[src/rtl/mips_isa_pkg.sv]
// Shared MIPS ISA definitions: mnemonic enum, opcode/funct codes, instruction views
// and small word-building helpers used by both the encoder and the decoder side.
package mips_isa_pkg;

    typedef enum logic [4:0] {
        MN_ADD   = 5'd0,
        MN_SUB   = 5'd1,
        MN_AND   = 5'd2,
        MN_OR    = 5'd3,
        MN_SLT   = 5'd4,
        MN_JR    = 5'd5,
        MN_JALR  = 5'd6,
        MN_LW    = 5'd7,
        MN_SW    = 5'd8,
        MN_BEQ   = 5'd9,
        MN_BNE   = 5'd10,
        MN_BLEZ  = 5'd11,
        MN_BGTZ  = 5'd12,
        MN_ADDI  = 5'd13,
        MN_SLTI  = 5'd14,
        MN_SLTIU = 5'd15,
        MN_ANDI  = 5'd16,
        MN_ORI   = 5'd17,
        MN_XORI  = 5'd18,
        MN_LUI   = 5'd19,
        MN_LB    = 5'd20,
        MN_LH    = 5'd21,
        MN_LBU   = 5'd22,
        MN_LHU   = 5'd23,
        MN_J     = 5'd24,
        MN_JAL   = 5'd25,
        MN_LI    = 5'd26
    } mnem_t;

    localparam logic [5:0] OP_RTYPE = 6'b000000;
    localparam logic [5:0] OP_LW    = 6'b100011;
    localparam logic [5:0] OP_SW    = 6'b101011;
    localparam logic [5:0] OP_BEQ   = 6'b000100;
    localparam logic [5:0] OP_BNE   = 6'b000101;
    localparam logic [5:0] OP_BLEZ  = 6'b000110;
    localparam logic [5:0] OP_BGTZ  = 6'b000111;
    localparam logic [5:0] OP_ADDI  = 6'b001000;
    localparam logic [5:0] OP_SLTI  = 6'b001010;
    localparam logic [5:0] OP_SLTIU = 6'b001011;
    localparam logic [5:0] OP_ANDI  = 6'b001100;
    localparam logic [5:0] OP_ORI   = 6'b001101;
    localparam logic [5:0] OP_XORI  = 6'b001110;
    localparam logic [5:0] OP_LUI   = 6'b001111;
    localparam logic [5:0] OP_LB    = 6'b100000;
    localparam logic [5:0] OP_LH    = 6'b100001;
    localparam logic [5:0] OP_LBU   = 6'b100100;
    localparam logic [5:0] OP_LHU   = 6'b100101;
    localparam logic [5:0] OP_J     = 6'b000010;
    localparam logic [5:0] OP_JAL   = 6'b000011;

    localparam logic [5:0] FN_ADD  = 6'b100000;
    localparam logic [5:0] FN_SUB  = 6'b100010;
    localparam logic [5:0] FN_AND  = 6'b100100;
    localparam logic [5:0] FN_OR   = 6'b100101;
    localparam logic [5:0] FN_SLT  = 6'b101010;
    localparam logic [5:0] FN_JR   = 6'b001000;
    localparam logic [5:0] FN_JALR = 6'b001001;

    typedef struct packed {
        logic [5:0] op;
        logic [4:0] rs;
        logic [4:0] rt;
        logic [4:0] rd;
        logic [4:0] shamt;
        logic [5:0] funct;
    } r_view_t;

    typedef struct packed {
        logic [5:0]  op;
        logic [4:0]  rs;
        logic [4:0]  rt;
        logic [15:0] imm;
    } i_view_t;

    typedef struct packed {
        logic [5:0]  op;
        logic [25:0] target;
    } j_view_t;

    typedef union packed {
        r_view_t r;
        i_view_t i;
        j_view_t j;
    } instr_t;

    typedef enum logic {
        ST_IDLE     = 1'b0,
        ST_PEND_ORI = 1'b1
    } enc_state_t;

    function automatic instr_t make_r(input logic [4:0] rs, input logic [4:0] rt,
                                      input logic [4:0] rd, input logic [5:0] funct);
        instr_t w;
        w.r.op    = OP_RTYPE;
        w.r.rs    = rs;
        w.r.rt    = rt;
        w.r.rd    = rd;
        w.r.shamt = 5'd0;
        w.r.funct = funct;
        return w;
    endfunction

    function automatic instr_t make_i(input logic [5:0] op, input logic [4:0] rs,
                                      input logic [4:0] rt, input logic [15:0] imm);
        instr_t w;
        w.i.op  = op;
        w.i.rs  = rs;
        w.i.rt  = rt;
        w.i.imm = imm;
        return w;
    endfunction

    function automatic instr_t make_j(input logic [5:0] op, input logic [25:0] target);
        instr_t w;
        w.j.op     = op;
        w.j.target = target;
        return w;
    endfunction

endpackage

[src/rtl/instr_encode_comb.sv]
// Pure combinational encoder: mnemonic + fields -> machine word, legality, LI flag.
// PSEUDO_LI_EN decides whether MN_LI is reported legal.
module instr_encode_comb
    import mips_isa_pkg::*;
(
    input  logic [4:0]  mnem,
    input  logic [4:0]  rs,
    input  logic [4:0]  rt,
    input  logic [4:0]  rd,
    input  logic [15:0] imm,
    input  logic [25:0] target,
    output logic [31:0] word,
    output logic        legal,
    output logic        is_li
);

    always_comb begin
        word  = '0;
        legal = 1'b1;
        is_li = 1'b0;
        case (mnem)
            MN_ADD:   word = make_r(rs, rt, rd, FN_ADD);
            MN_SUB:   word = make_r(rs, rt, rd, FN_SUB);
            MN_AND:   word = make_r(rs, rt, rd, FN_AND);
            MN_OR:    word = make_r(rs, rt, rd, FN_OR);
            MN_SLT:   word = make_r(rs, rt, rd, FN_SLT);
            // Zero-required fields are forced here, whatever the caller supplied.
            MN_JR:    word = make_r(rs, 5'd0, 5'd0, FN_JR);
            MN_JALR:  word = make_r(rs, 5'd0, rd, FN_JALR);
            MN_LW:    word = make_i(OP_LW, rs, rt, imm);
            MN_SW:    word = make_i(OP_SW, rs, rt, imm);
            MN_BEQ:   word = make_i(OP_BEQ, rs, rt, imm);
            MN_BNE:   word = make_i(OP_BNE, rs, rt, imm);
            MN_BLEZ:  word = make_i(OP_BLEZ, rs, 5'd0, imm);
            MN_BGTZ:  word = make_i(OP_BGTZ, rs, 5'd0, imm);
            MN_ADDI:  word = make_i(OP_ADDI, rs, rt, imm);
            MN_SLTI:  word = make_i(OP_SLTI, rs, rt, imm);
            MN_SLTIU: word = make_i(OP_SLTIU, rs, rt, imm);
            MN_ANDI:  word = make_i(OP_ANDI, rs, rt, imm);
            MN_ORI:   word = make_i(OP_ORI, rs, rt, imm);
            MN_XORI:  word = make_i(OP_XORI, rs, rt, imm);
            MN_LUI:   word = make_i(OP_LUI, 5'd0, rt, imm);
            MN_LB:    word = make_i(OP_LB, rs, rt, imm);
            MN_LH:    word = make_i(OP_LH, rs, rt, imm);
            MN_LBU:   word = make_i(OP_LBU, rs, rt, imm);
            MN_LHU:   word = make_i(OP_LHU, rs, rt, imm);
            MN_J:     word = make_j(OP_J, target);
            MN_JAL:   word = make_j(OP_JAL, target);
            MN_LI: begin
                is_li = 1'b1;
`ifdef PSEUDO_LI_EN
                legal = 1'b1;
`else
                legal = 1'b0;
`endif
            end
            default:  legal = 1'b0;
        endcase
    end

endmodule

[src/rtl/instr_encoder.sv]
// Streaming MIPS instruction encoder: descriptor in, registered machine word out.
// Define PSEUDO_LI_EN to expand the LI pseudo-instruction into one or two words.
module instr_encoder
    import mips_isa_pkg::*;
#(
    parameter int CNT_W = 16
) (
    input  logic             clk,
    input  logic             reset,
    input  logic             in_valid,
    output logic             in_ready,
    input  logic [4:0]       in_mnem,
    input  logic [4:0]       in_rs,
    input  logic [4:0]       in_rt,
    input  logic [4:0]       in_rd,
    input  logic [31:0]      in_imm,
    input  logic [25:0]      in_target,
    output logic             out_valid,
    input  logic             out_ready,
    output logic [31:0]      out_instr,
    output logic             out_last,
    output logic             err,
    output logic [CNT_W-1:0] words_emitted
);

    logic [31:0] enc_word;
    logic        enc_legal;
    logic        enc_is_li;

    instr_encode_comb u_encode_comb (
        .mnem   (in_mnem),
        .rs     (in_rs),
        .rt     (in_rt),
        .rd     (in_rd),
        .imm    (in_imm[15:0]),
        .target (in_target),
        .word   (enc_word),
        .legal  (enc_legal),
        .is_li  (enc_is_li)
    );

    enc_state_t       state_reg, state_next;
    logic             out_valid_reg, out_valid_next;
    logic             out_last_reg, out_last_next;
    logic [31:0]      out_instr_reg, out_instr_next;
    logic             err_reg, err_next;
    logic [CNT_W-1:0] words_reg;
    logic             accept;
    logic             take;

    assign take     = out_valid_reg & out_ready;
    assign in_ready = (state_reg == ST_IDLE) & (~out_valid_reg | out_ready);
    assign accept   = in_valid & in_ready;

`ifdef PSEUDO_LI_EN
    logic [4:0]  li_rt_reg, li_rt_next;
    logic [15:0] li_lo_reg, li_lo_next;
    logic        li_hi_zero;
    logic        li_hi_sext;

    assign li_hi_zero = (in_imm[31:16] == 16'h0000);
    assign li_hi_sext = &in_imm[31:15];
`else
    logic unused_imm_hi;
    assign unused_imm_hi = ^in_imm[31:16];
`endif

    always_comb begin
        state_next     = state_reg;
        out_valid_next = out_valid_reg & ~out_ready;
        out_instr_next = out_instr_reg;
        out_last_next  = out_last_reg;
        err_next       = 1'b0;
`ifdef PSEUDO_LI_EN
        li_rt_next     = li_rt_reg;
        li_lo_next     = li_lo_reg;
`endif
        case (state_reg)
            ST_IDLE: begin
                if (accept) begin
                    if (enc_legal && !enc_is_li) begin
                        out_valid_next = 1'b1;
                        out_instr_next = enc_word;
                        out_last_next  = 1'b1;
`ifdef PSEUDO_LI_EN
                    end else if (enc_legal) begin
                        out_valid_next = 1'b1;
                        out_last_next  = 1'b1;
                        if (li_hi_zero) begin
                            out_instr_next = make_i(OP_ORI, 5'd0, in_rt, in_imm[15:0]);
                        end else if (li_hi_sext) begin
                            out_instr_next = make_i(OP_ADDI, 5'd0, in_rt, in_imm[15:0]);
                        end else begin
                            out_instr_next = make_i(OP_LUI, 5'd0, in_rt, in_imm[31:16]);
                            // A zero low half needs no ORI: the LUI completes the value.
                            if (in_imm[15:0] != 16'h0000) begin
                                out_last_next = 1'b0;
                                state_next    = ST_PEND_ORI;
                                li_rt_next    = in_rt;
                                li_lo_next    = in_imm[15:0];
                            end
                        end
`endif
                    end else begin
                        err_next = 1'b1;
                    end
                end
            end
`ifdef PSEUDO_LI_EN
            ST_PEND_ORI: begin
                if (take) begin
                    out_valid_next = 1'b1;
                    out_instr_next = make_i(OP_ORI, li_rt_reg, li_rt_reg, li_lo_reg);
                    out_last_next  = 1'b1;
                    state_next     = ST_IDLE;
                end
            end
`endif
            default: state_next = ST_IDLE;
        endcase
    end

    always_ff @(posedge clk) begin
        if (!reset) begin
            state_reg     <= ST_IDLE;
            out_valid_reg <= 1'b0;
            out_instr_reg <= '0;
            out_last_reg  <= 1'b0;
            err_reg       <= 1'b0;
            words_reg     <= '0;
`ifdef PSEUDO_LI_EN
            li_rt_reg     <= '0;
            li_lo_reg     <= '0;
`endif
        end else begin
            state_reg     <= state_next;
            out_valid_reg <= out_valid_next;
            out_instr_reg <= out_instr_next;
            out_last_reg  <= out_last_next;
            err_reg       <= err_next;
            if (take && (words_reg != {CNT_W{1'b1}})) begin
                words_reg <= words_reg + 1'b1;
            end
`ifdef PSEUDO_LI_EN
            li_rt_reg     <= li_rt_next;
            li_lo_reg     <= li_lo_next;
`endif
        end
    end

    assign out_valid     = out_valid_reg;
    assign out_instr     = out_instr_reg;
    assign out_last      = out_last_reg;
    assign err           = err_reg;
    assign words_emitted = words_reg;

endmodule

[config.mk]
export PLATFORM = sky130hd
export DESIGN_NAME = instr_encoder
export DESIGN_NICKNAME = d
export VERILOG_FILES = /design/src/rtl/mips_isa_pkg.sv /design/src/rtl/instr_encode_comb.sv /design/src/rtl/instr_encoder.sv
export SDC_FILE = /design/constraint.sdc
export NUM_CORES = 1
export LEC_CHECK = 0
export BUFFER_PORTS_ARGS = -buffer_cell sky130_fd_sc_hd__buf_2
export CAP_MARGIN = 5
export CORE_UTILIZATION = 49
export CTS_CLUSTER_DIAMETER = 40
export DETAILED_ROUTE_END_ITERATION = 16
export PLACE_DENSITY = 0.92
export SYNTH_ARGS = -nofsm -noshare
export SYNTH_HDL_FRONTEND = slang
export SYNTH_SLANG_ARGS = --single-unit
export TNS_END_PERCENT = 50
[constraint.sdc]
create_clock -name clk -period 4.33 [get_ports clk]
set_input_delay 1.299 -clock clk [delete_from_list [all_inputs] [get_ports clk]]
set_output_delay 1.299 -clock clk [all_outputs]
set_load 0.05 [all_outputs]
==> results.toml <==
[floorplanning]
fp.dieH_microns = 74.3
placementRows = 25
io-pin-count = 134
die_area_sq_um = 5520
coreArea_sq_um = 4880
die_x_microns = 74.3
floorplan.initialDensity_pct = 52.5

[finish]
syn2layout_area_growth_pct = 25.5
nNetsFinal = 485
seq_area_sq_um = 1000
fillers = 441
largest_register_ffs = 31
drive_gt1_share_pct = 33.5
antennaDiodeCount = 0
multi_input_area_sq_um = 1430

[logic_synthesis]
syn_avg_cell_area_sq_um = 8.49
synthTopCellsByArea = "dfxtp_1 39%, o21ai_0 7.4%, a21oi_1 4.7%"
synth_edf_count = 0
synth_top_cell_by_area = "dfxtp_1"
synthCells = 302
yosysSeqAreaShare_pct = 39.0
ys_async_sr_fraction_pct = 0
ys_warn_count = 0
ys_types = 58
syn_nets = 385
syn_area_sq_um = 2560
synth_seq_cells = 50
synth_common_cells = "50 x dfxtp_1, 38 x o21ai_0, 24 x a21oi_1"
yosysMostFrequentCell = "dfxtp_1"
synth_top_cell_area_share_pct = 39.0
synthFlopType = "dfxtp_1"

[routing]
drt-total-wl_microns = 6920
ant_nets = 0
drtPass1Iterations = 5
viasPerCell = 5.88
drtIter0Drc = 123
routedWlPerCell_microns = 14.7
drc = 0
vias = 2763

[worst_setup_path]
crit_required_ns = 3.03
crit_fanout = 5
start_kind = "input port"
critPathCaptureType = "output port"
crit_type = "in -> out"
cp.arrival_ns = 1.90

[placement]
dp_hpwl_microns = 4970
io_buffers = 116
place_congestion = 0.886

[power]
power_density_nw_per_um2 = 327
leakagePower_nw = 1.42
peakVddDrop_uv = 261

[grt]
grt_max_degree = 43
grt_pass1_vias = 2496
antenna_found_initial = 0
grt_pass1_wl_microns = 10700
grt_overflow = 0
grtUsageTotal_pct = 24.6

[timing]
drv_slew = 0
relSlewSlack_pct = 27.1
period_minus_slack_ns = 3.20
fin_skew_ns = 0.00306
period_share_pct = 73.9
hold_viol_final = 0
finalSetupViolations = 0
clock.fmax_ghz = 0.312
worst_pin_slew_ns = 1.09
hold-worst-slack_ns = 0.495
rsz0062_at_grt = "no"
setup_tns_ns = 0

[clock_network]
insertion_delay_ns = 0.29
cts_buffers = 5
root_buffer = "clkbuf_8"
cts_sinks = 50
post_cts_resized = 0
clockBufferDepth = 2
cts_hold_buf = 0
clk_pin_slew_ns = 0.09
cts_tree = "done"
htreeDepth = 2
cts_setup_buffers = 0

[worst_hold_path]
hp-class = "reg -> reg"

[outcome]
status = "finished clean"

[job]
drv_cap = 0
cell families after synthesis:
group | after synthesis | synth area share [%]
AOI/OAI and AO/OA | 120 | 31.8
and+or+nand+nor | 98 | 21.7
DFF | 50 | 39.0
buffers and inverters | 28 | 5.37
xor gates and xnor gates | 2 | 0.683
muxes | 2 | 0.781
adders and majority gates | 1 | 0.488
other | 1 | 0.146
metal layers:
layer	track usage [%]	vias up	part of all wire, %
li1	-	1366	-
met1	29.2	1299	43
met2	44.7	96	50
met3	5.96	2	6.1
met4	5.66	0	0.36
met5	0	-	0
cells in the final DEF, fill, tap and decap left out, types with 3 or more instances in the layout:
master,count
nand4_1,3
or4_1,3
and3_1,8
clkbuf_8,7
a221o_1,5
o31ai_1,5
buf_2,116
and2_1,3
o21ai_0,38
nor2b_1,6
o21a_1,3
a21oi_1,24
nor3b_1,3
nand3_1,11
dfxtp_1,50
nand2_1,13
a221oi_1,11
inv_1,4
a222oi_1,6
or3_1,6
nand2b_1,4
a31oi_1,5
nor2_1,23
nor3_1,3
report_power, final:
part           leakage (nW)  internal [W]  total, W  switching (W)
combinational         0.956     0.0000753  0.000257       0.000181
sequential            0.410      0.000486  0.000499      0.0000133
clock                0.0544      0.000147  0.000297       0.000150
worst max-delay path: stages:
cell and delay (ns):
buf_2 0.10, nand2b_1 0.20, buf_2 0.30
final timing paths:
kind / start / to / slack [ns] / cells past startpoint
max: out_ready / in_ready / 1.13 / 3
max reg2reg: out_valid$_SDFF_PN0_ / out_instr[0]$_SDFFE_PN0P_ / 2.41 / 5
min: out_last$_SDFFE_PN0P_ / out_last$_SDFFE_PN0P_ / 0.50 / 2
min reg2reg: out_last$_SDFFE_PN0P_ / out_last$_SDFFE_PN0P_ / 0.50 / 2
layout make-up:
| class | count | area share, % |
|---|---|---|
| sequential | 50 | 31.1 |
| timing repair buffer | 117 | 18.3 |
| inverter | 4 | 0.467 |
| clock buffer | 7 | 2.99 |
| multi-input combinational | 224 | 44.3 |
| tap | 67 | 2.60 |
| clock inverter | 1 | 0.272 |
through the flow:
stage	total power [W]	setup slack [ns]	std cells	cell area, sq um	utilization, %
4_1_cts	0.00106	1.13	470	3220	65.9
3_5_place_dp	0.000765	1.09	462	3110	63.8
5_1_grt	0.00110	1.09	470	3220	65.9
3_3_place_gp	0.000760	1.13	462	3110	63.8
6_report	0.00105	1.13	470	3220	65.9
2_1_floorplan	0.000693	1.27	302	2560	-
Power figures use the tool's default switching activity.
